==> src/rtl/conv1_frame_sched_pkg.sv <==
// Shared constants, FSM encoding and output-tag layout for the conv1 frame scheduler.
package conv1_frame_sched_pkg;

    localparam int IMG_W    = 28;  // frame width in pixels
    localparam int IMG_H    = 28;  // frame height in pixels
    localparam int K        = 5;   // conv1 kernel size
    localparam int CONV_LAT = 2;   // accepted beat -> conv1 result stable
    localparam int CLR_CYC  = 2;   // cycles conv1 is held in reset at job start
    localparam int FRM_W    = 8;   // frame count / frame index width
    localparam int PIX_W    = 8;   // grayscale pixel width
    localparam int COORD_W  = 5;   // pixel and output coordinate width
    localparam int CNT_W    = 4;   // width of the CLR / DRAIN cycle counters

    typedef enum logic [2:0] {
        S_IDLE,
        S_CLR,
        S_FEED,
        S_DRAIN,
        S_DONE
    } state_t;

    // One entry of the latency-matching pipe that travels alongside conv1.
    typedef struct packed {
        logic               valid;
        logic [COORD_W-1:0] x;
        logic [COORD_W-1:0] y;
        logic               last;
    } tag_t;

    // Input coordinate -> output coordinate (first output sits at K-1,K-1).
    function automatic logic [COORD_W-1:0] out_coord(input logic [COORD_W-1:0] p);
        return p - COORD_W'(K - 1);
    endfunction

endpackage

==> src/rtl/conv1_frame_sched_tag_pipe.sv <==
// Fixed-depth shift register that delays output tags by conv1's pipeline latency.
module conv1_frame_sched_tag_pipe
    import conv1_frame_sched_pkg::*;
#(
    parameter int DEPTH = CONV_LAT
) (
    input  logic clk,
    input  logic clr_i,
    input  tag_t tag_i,
    output tag_t tag_o
);

    tag_t stage_q [DEPTH];

    // Shift one stage per cycle; a clear drops every pending tag.
    // NOTE: the whole array is cleared, not just the valid bits, because the
    // coordinate fields drive ports that must read zero straight after reset.
    always_ff @(posedge clk) begin
        if (clr_i) begin
            for (int i = 0; i < DEPTH; i++) begin
                stage_q[i] <= '0;
            end
        end else begin
            stage_q[0] <= tag_i;
            for (int i = 1; i < DEPTH; i++) begin
                stage_q[i] <= stage_q[i-1];
            end
        end
    end

    assign tag_o = stage_q[DEPTH-1];

endmodule

==> src/rtl/conv1_frame_sched.sv <==
// Frame scheduler for conv1: clears the engine at job start, streams 28x28
// frames back-to-back from a valid/ready source, and emits a qualified output
// strobe with output coordinates aligned to conv1's result latency.
module conv1_frame_sched
    import conv1_frame_sched_pkg::*;
(
    input  logic               clk,
    input  logic               rst,
    input  logic               start,
    input  logic [FRM_W-1:0]   num_frames,
    output logic               busy,
    output logic               done,
    output logic [FRM_W-1:0]   frame_idx,
    input  logic [PIX_W-1:0]   src_data,
    input  logic               src_valid,
    output logic               src_ready,
    output logic               conv_rst_n,
    output logic [PIX_W-1:0]   conv_data_in,
    output logic               conv_data_in_valid,
    output logic               out_valid,
    output logic [COORD_W-1:0] out_x,
    output logic [COORD_W-1:0] out_y,
    output logic               out_last
);

    localparam logic [COORD_W-1:0] X_MAX   = COORD_W'(IMG_W - 1);
    localparam logic [COORD_W-1:0] Y_MAX   = COORD_W'(IMG_H - 1);
    localparam logic [COORD_W-1:0] K_EDGE  = COORD_W'(K - 1);
    localparam logic [CNT_W-1:0]   CLR_END = CNT_W'(CLR_CYC - 1);
    // DRAIN ends when the last tag reaches the pipe output, so done lines up
    // with the final out_valid of the job.
    localparam logic [CNT_W-1:0]   DRN_END = CNT_W'((CONV_LAT > 1) ? CONV_LAT - 2 : 0);
    localparam state_t             AFTER_FEED = (CONV_LAT > 1) ? S_DRAIN : S_DONE;

    state_t             state_q, state_d;
    logic [CNT_W-1:0]   clr_cnt_q, clr_cnt_d;
    logic [CNT_W-1:0]   drn_cnt_q, drn_cnt_d;
    logic [COORD_W-1:0] px_q, px_d;
    logic [COORD_W-1:0] py_q, py_d;
    logic [FRM_W-1:0]   frame_q, frame_d;
    logic [FRM_W-1:0]   last_frame_q, last_frame_d;
    logic               conv_rst_n_q;

    logic beat;
    tag_t tag_in;
    tag_t tag_out;

    assign src_ready          = (state_q == S_FEED);
    assign beat               = src_valid & src_ready;
    assign conv_data_in       = src_data;
    assign conv_data_in_valid = beat;
    assign busy               = (state_q != S_IDLE);
    assign done               = (state_q == S_DONE);
    assign frame_idx          = frame_q;
    assign conv_rst_n         = conv_rst_n_q;

    // Next-state logic: FSM transitions plus pixel/row/frame counting on beats.
    // NOTE: every _d is defaulted to its _q first so no path leaves a latch.
    always_comb begin
        state_d      = state_q;
        clr_cnt_d    = clr_cnt_q;
        drn_cnt_d    = drn_cnt_q;
        px_d         = px_q;
        py_d         = py_q;
        frame_d      = frame_q;
        last_frame_d = last_frame_q;

        unique case (state_q)
            S_IDLE: begin
                if (start) begin
                    px_d         = '0;
                    py_d         = '0;
                    frame_d      = '0;
                    clr_cnt_d    = '0;
                    last_frame_d = num_frames - FRM_W'(1);
                    state_d      = (num_frames == '0) ? S_DONE : S_CLR;
                end
            end
            S_CLR: begin
                if (clr_cnt_q == CLR_END) begin
                    state_d = S_FEED;
                end else begin
                    clr_cnt_d = clr_cnt_q + CNT_W'(1);
                end
            end
            S_FEED: begin
                if (beat) begin
                    if (px_q != X_MAX) begin
                        px_d = px_q + COORD_W'(1);
                    end else begin
                        px_d = '0;
                        if (py_q != Y_MAX) begin
                            py_d = py_q + COORD_W'(1);
                        end else begin
                            py_d    = '0;
                            frame_d = frame_q + FRM_W'(1);
                            if (frame_q == last_frame_q) begin
                                drn_cnt_d = '0;
                                state_d   = AFTER_FEED;
                            end
                        end
                    end
                end
            end
            S_DRAIN: begin
                if (drn_cnt_q == DRN_END) begin
                    state_d = S_DONE;
                end else begin
                    drn_cnt_d = drn_cnt_q + CNT_W'(1);
                end
            end
            S_DONE: begin
                state_d = S_IDLE;
            end
            default: begin
                state_d = S_IDLE;
            end
        endcase
    end

    // State and counter registers with synchronous reset.
    // NOTE: sequential state uses <= so every register samples pre-edge values.
    always_ff @(posedge clk) begin
        if (rst) begin
            state_q      <= S_IDLE;
            clr_cnt_q    <= '0;
            drn_cnt_q    <= '0;
            px_q         <= '0;
            py_q         <= '0;
            frame_q      <= '0;
            last_frame_q <= '0;
        end else begin
            state_q      <= state_d;
            clr_cnt_q    <= clr_cnt_d;
            drn_cnt_q    <= drn_cnt_d;
            px_q         <= px_d;
            py_q         <= py_d;
            frame_q      <= frame_d;
            last_frame_q <= last_frame_d;
        end
    end

    // conv1 reset: registered so it is low exactly for the cycles spent in CLR.
    always_ff @(posedge clk) begin
        if (rst) begin
            conv_rst_n_q <= 1'b0;
        end else begin
            conv_rst_n_q <= (state_d != S_CLR);
        end
    end

    // Tag for the current beat: only window positions that yield a conv1 output.
    always_comb begin
        tag_in       = '0;
        tag_in.valid = beat && (px_q >= K_EDGE) && (py_q >= K_EDGE);
        tag_in.x     = out_coord(px_q);
        tag_in.y     = out_coord(py_q);
        tag_in.last  = (px_q == X_MAX) && (py_q == Y_MAX);
    end

    conv1_frame_sched_tag_pipe #(
        .DEPTH (CONV_LAT)
    ) u_tag_pipe (
        .clk   (clk),
        .clr_i (rst),
        .tag_i (tag_in),
        .tag_o (tag_out)
    );

    assign out_valid = tag_out.valid;
    assign out_x     = tag_out.x;
    assign out_y     = tag_out.y;
    assign out_last  = tag_out.last;

endmodule

==> config.mk <==
export PLATFORM = sky130hd
export DESIGN_NAME = conv1_frame_sched
export DESIGN_NICKNAME = d
export VERILOG_FILES = /design/src/rtl/conv1_frame_sched_pkg.sv /design/src/rtl/conv1_frame_sched_tag_pipe.sv /design/src/rtl/conv1_frame_sched.sv
export SDC_FILE = /design/constraint.sdc
export NUM_CORES = 1
export LEC_CHECK = 0
export CORE_MARGIN = 2
export CORE_UTILIZATION = 45
export CTS_CLUSTER_SIZE = 10
export DETAILED_ROUTE_END_ITERATION = 12
export PLACE_DENSITY = 0.66
export RECOVER_POWER = 50
export SLEW_MARGIN = 20
export SYNTH_ARGS = -nofsm -noshare
export SYNTH_HDL_FRONTEND = slang
export SYNTH_HIERARCHICAL = 1
export SYNTH_SLANG_ARGS = --single-unit
==> constraint.sdc <==
create_clock -name clk -period 2.7 [get_ports clk]
set_input_delay 0.54 -clock clk [delete_from_list [all_inputs] [get_ports clk]]
set_output_delay 0.54 -clock clk [all_outputs]
set_load 0.02 [all_outputs]
==> metrics.md, run 1 <==
| Metric | Value |
|---|---|
| Status | `finished with violations` |
| Failing checks | `max-capacitance violations, max-slew violations` |
| CTS Buf Count | `9` |
| Number of nets in the layout | `slightly above 400` |
| Synth area leaders | `dfxtp_1 39%, ha_1 7.5%, buf_4 4.7%` |
| Max-slew violations | `39` |
| Core ar. | `between 6000 and 7000 µm²` |
| CTS tree | `built` |
| Vias in the first global route | `between 2000 and 2500` |
| Mux contribution to synthesized area | `0.00668` |
| Die Ht | `88.1 µm` |
| IO buf count | `36` |
| Internal Pwr Total | `between 1.5 and 2 mW` |
| Reg clk slew, reported paths | `0.07 ns` |
| Largest area contributor in the netlist | `dfxtp_1` |
| Post-synthesis register bit count | `62` |
| Non-filler cells, final | `roughly 470` |
| Area share of xor/xnor cells in the synthesized design | `0.0495` |
| Post-CTS Setup Bufs | `0` |
| Initial Util | `0.466` |
| Tot GR Track Use | `0.171` |
| Hold Crit Class | `reg2reg` |
| Die Area | `7770 µm²` |
| Sw power | `around 530 µW` |
| FILL cells | `648` |
| Post-synth design cell area | `about 3200 µm²` |
| Die Wd | `slightly below 90 µm` |
| Hold_ws | `roughly 0.43 ns` |
| Clk_lat worst skew | `approximately 0.34 ns` |
| Clock power share | `0.430` |
| Setup CP Type | `reg2out` |
| Top cell type's share of synthesized area | `0.390` |
| Root buffer cell | `clkbuf_8` |
| Total clock sinks | `between 60 and 70` |
| Sequential cell area | `between 1000 and 1500 µm²` |
| Syn avg cell area | `~9.0 µm²` |
| Post-synthesis async set-or-reset flop share | `0` |
| Largest family of logic cells by synthesized area | `simple AND/OR/NAND/NOR gates` |
| Count of warnings emitted by yosys | `6` |
| Required @ worst endpoint | `approximately 2.2 ns` |
| # resized after CTS | `0` |
| WL final | `6060 µm` |
| Critical path arrival | `about 2 ns` |
| Cell Chain, Critical Path | `or3b_1 > clkinv_8 > nand2_4 > inv_1 > clkdlybuf4s50_1` |
| Final hold violations | `0` |
| Worst Path Max Fanout | `10` |
| Detail Placement HPWL | `roughly 4300 µm` |
| I/O pins | `between 50 and 60` |
| Post-synth cell types | `53` |
| RSZ-0062 raised after global routing | `false` |
| Initial antenna violation count | `0` |
| Bufs on Longest Clock Path | `2` |
| CTS Hold Bufs | `0` |
| Multi-input logic area | `around 1600 µm²` |
| FP Rows | `30` |
| Slowest cell on the critical path | `clkdlybuf4s50_1` |
| Total number of vias | `about 2500` |
| 1st-iter DRT viols | `~130` |
| Placed insts | `about 460` |
| Avg Vias per Cell | `about 5.2` |
| Dpl cell area | `3490 µm²` |
| Post-Synth Adder-Cell Area | `0.0747` |
| IR drop worst, VDD | `~0.21 mV` |
| Complex-gate fraction of the synthesized area | `0.128` |
| Final instance area | `3700 µm²` |
| Layout cells sized above 1 | `0.117` |
| Syn nets | `between 300 and 400` |
| Slew Limit Headroom | `-0.244` |
| Final period utilization | `0.923` |
| Antenna viol nets, final | `0` |
| Largest net degree at the start of global routing | `39` |
| Sw frac | `0.253` |
| CP Capture Type | `output port` |
| First-pass GRT wire length | `10300 µm` |
| PD cells | `around 570 nW/µm²` |
| Layout Skew | `around 0.0067 ns` |
| Cells after Synth | `~350` |
| Total power | `around 2.1 mW` |
| Drt first pass iters | `4` |
| Worst setup SP type | `flop` |
| Fraction of the yosys area taken by sequential cells | `0.390` |
| DRC errors left | `0` |
| DR WL/cell | `between 10 and 15 µm` |
| Sequential share of power | `0.458` |
| Number of synthesized flops with an enable pin | `0` |
| Max Freq | `approximately 400 MHz` |
| H-tree levels | `3` |
| Top FF cell, synth | `dfxtp_1` |
| Sum Neg Setup Slack | `0 ns` |
| Final setup fails | `0` |
| Static leakage | `~1.3 nW` |
| # Max-Cap Violations | `1` |
| Comb power frac | `0.111` |
| Post-layout min period | `between 2 and 2.5 ns` |
| N_diodes | `0` |
| Total gr overflow | `0` |
| CP peak stage delay | `0.59 ns` |
| Post-synthesis simple-gate area fraction | `0.250` |
| Measured slew at the worst slew-check pin | `1.87 ns` |
| Layout area overhead | `16.1%` |
| GP Congestion | `approximately 0.79` |
## kinds of logic after synthesis
family,count (synthesis)
muxes,2
and+or+nand+nor,133
adders and majority gates,19
xor gates and xnor gates,18
DFF,62
buffers and inverters,56
AOI/OAI and AO/OA,62
## layout by cell type, fill, tap and decap left out, types with 2 or more instances in the layout
master,n
dfxtp_1,62
clkdlybuf4s50_1,35
nor2_1,23
a21oi_1,23
inv_1,20
ha_1,19
nand2_1,17
nand3_1,14
nor2b_2,14
xnor2_1,11
a211oi_1,10
o21ai_0,10
clkbuf_8,9
nand4_1,8
nor2b_1,8
xor2_1,7
or4_1,7
and3_1,6
nor3_1,5
buf_4,5
or3_1,4
nor4_1,4
o31ai_1,4
and2b_1,4
a2111oi_0,3
nor3b_1,3
nand3b_1,3
clkbuf_1,3
or3b_2,2
nand4b_1,2
nand2b_1,2
clkinvlp_4,2
bufinv_16,2
## critical path, delay by kind of cell, from the launching register on
kind | cells | cell delay, ns
buf+inv | 3 | 0.76
flops | 1 | 0.31
simple gates | 2 | 0.54
## final timing paths
| path | slack, ns | cells past startpoint | start | endpoint |
|---|---|---|---|---|
| max | 0.21 | 5 | state_q[2] | conv_data_in_valid |
| min | 0.43 | 1 | u_tag_pipe/stage_q[0][11] | u_tag_pipe/stage_q[0][23] |
| max reg2reg | 0.53 | 5 | px_q[1] | frame_idx[7] |
| min reg2reg | 0.43 | 1 | u_tag_pipe/stage_q[0][11] | u_tag_pipe/stage_q[0][23] |
## sequential cells by signal, summed over array words and instances (netlist names), 3 cells and up
register and count:
py_q 5, clr_cnt_q 4, px_q 5, u_tag_pipe/stage_q 24, frame_idx 8, last_frame_q 8
drn_cnt_q 4, state_q 3
## Yosys cell counts (4+ instances only)
master / instances
and3_1: 6
or4_1: 7
nor4_1: 4
o31ai_1: 4
and2b_1: 4
xor2_1: 7
nor3_1: 5
a211oi_1: 10
nand2_1: 17
a21oi_1: 23
nand3_1: 14
xnor2_1: 11
o21ai_0: 10
inv_1: 20
or3_1: 4
ha_1: 19
nor2b_1: 8
dfxtp_1: 62
clkbuf_1: 9
buf_4: 20
nor2b_2: 14
nor2_1: 23
nand4_1: 8
## metrics by stage
step	setup WS (ns)	utilization
floorplan	0.826	-
global placement	0.232	0.510
detailed placement	0.175	0.510
CTS	0.189	0.543
global route	0.105	0.541
finish	0.207	0.541
## power by group through the flow
stage	clock network [mW]	registers (mW)	logic [mW]
final	0.902	0.960	0.233
after CTS	0.922	0.960	0.236
after global routing	0.952	0.963	0.258
after global placement	0	0.980	0.231
after floorplan	0	0.981	0.180
after detailed placement	0	0.981	0.235
## final cells by class
| cell class | count | share of cell area |
|---|---|---|
| inverters | 21 | 0.0247 |
| well taps | 96 | 0.0325 |
| multi-input cells | 234 | 0.439 |
| clock buffers | 9 | 0.0335 |
| clock inverters | 7 | 0.0264 |
| flip-flops and latches | 62 | 0.336 |
| repair buffers | 43 | 0.108 |
## routing by layer
layer  GRT usage  routed length [µm]
met3      0.0518                 244
met1       0.219                2940
met5           0                   0
met2       0.274                2780
met4      0.0647                  90
No activity file was read; power rests on OpenSTA's default activity.
==> run 2: changes to the inputs <==
--- a/config.mk
+++ b/config.mk
@@ -5,6 +5,7 @@
 export SDC_FILE = /design/constraint.sdc
 export NUM_CORES = 1
 export LEC_CHECK = 0
+export CAP_MARGIN = 20
 export CORE_MARGIN = 2
 export CORE_UTILIZATION = 45
 export CTS_CLUSTER_SIZE = 10
==> results of run 2 <==
The final DEF is identical to that of run 1; final timing and power are the same.
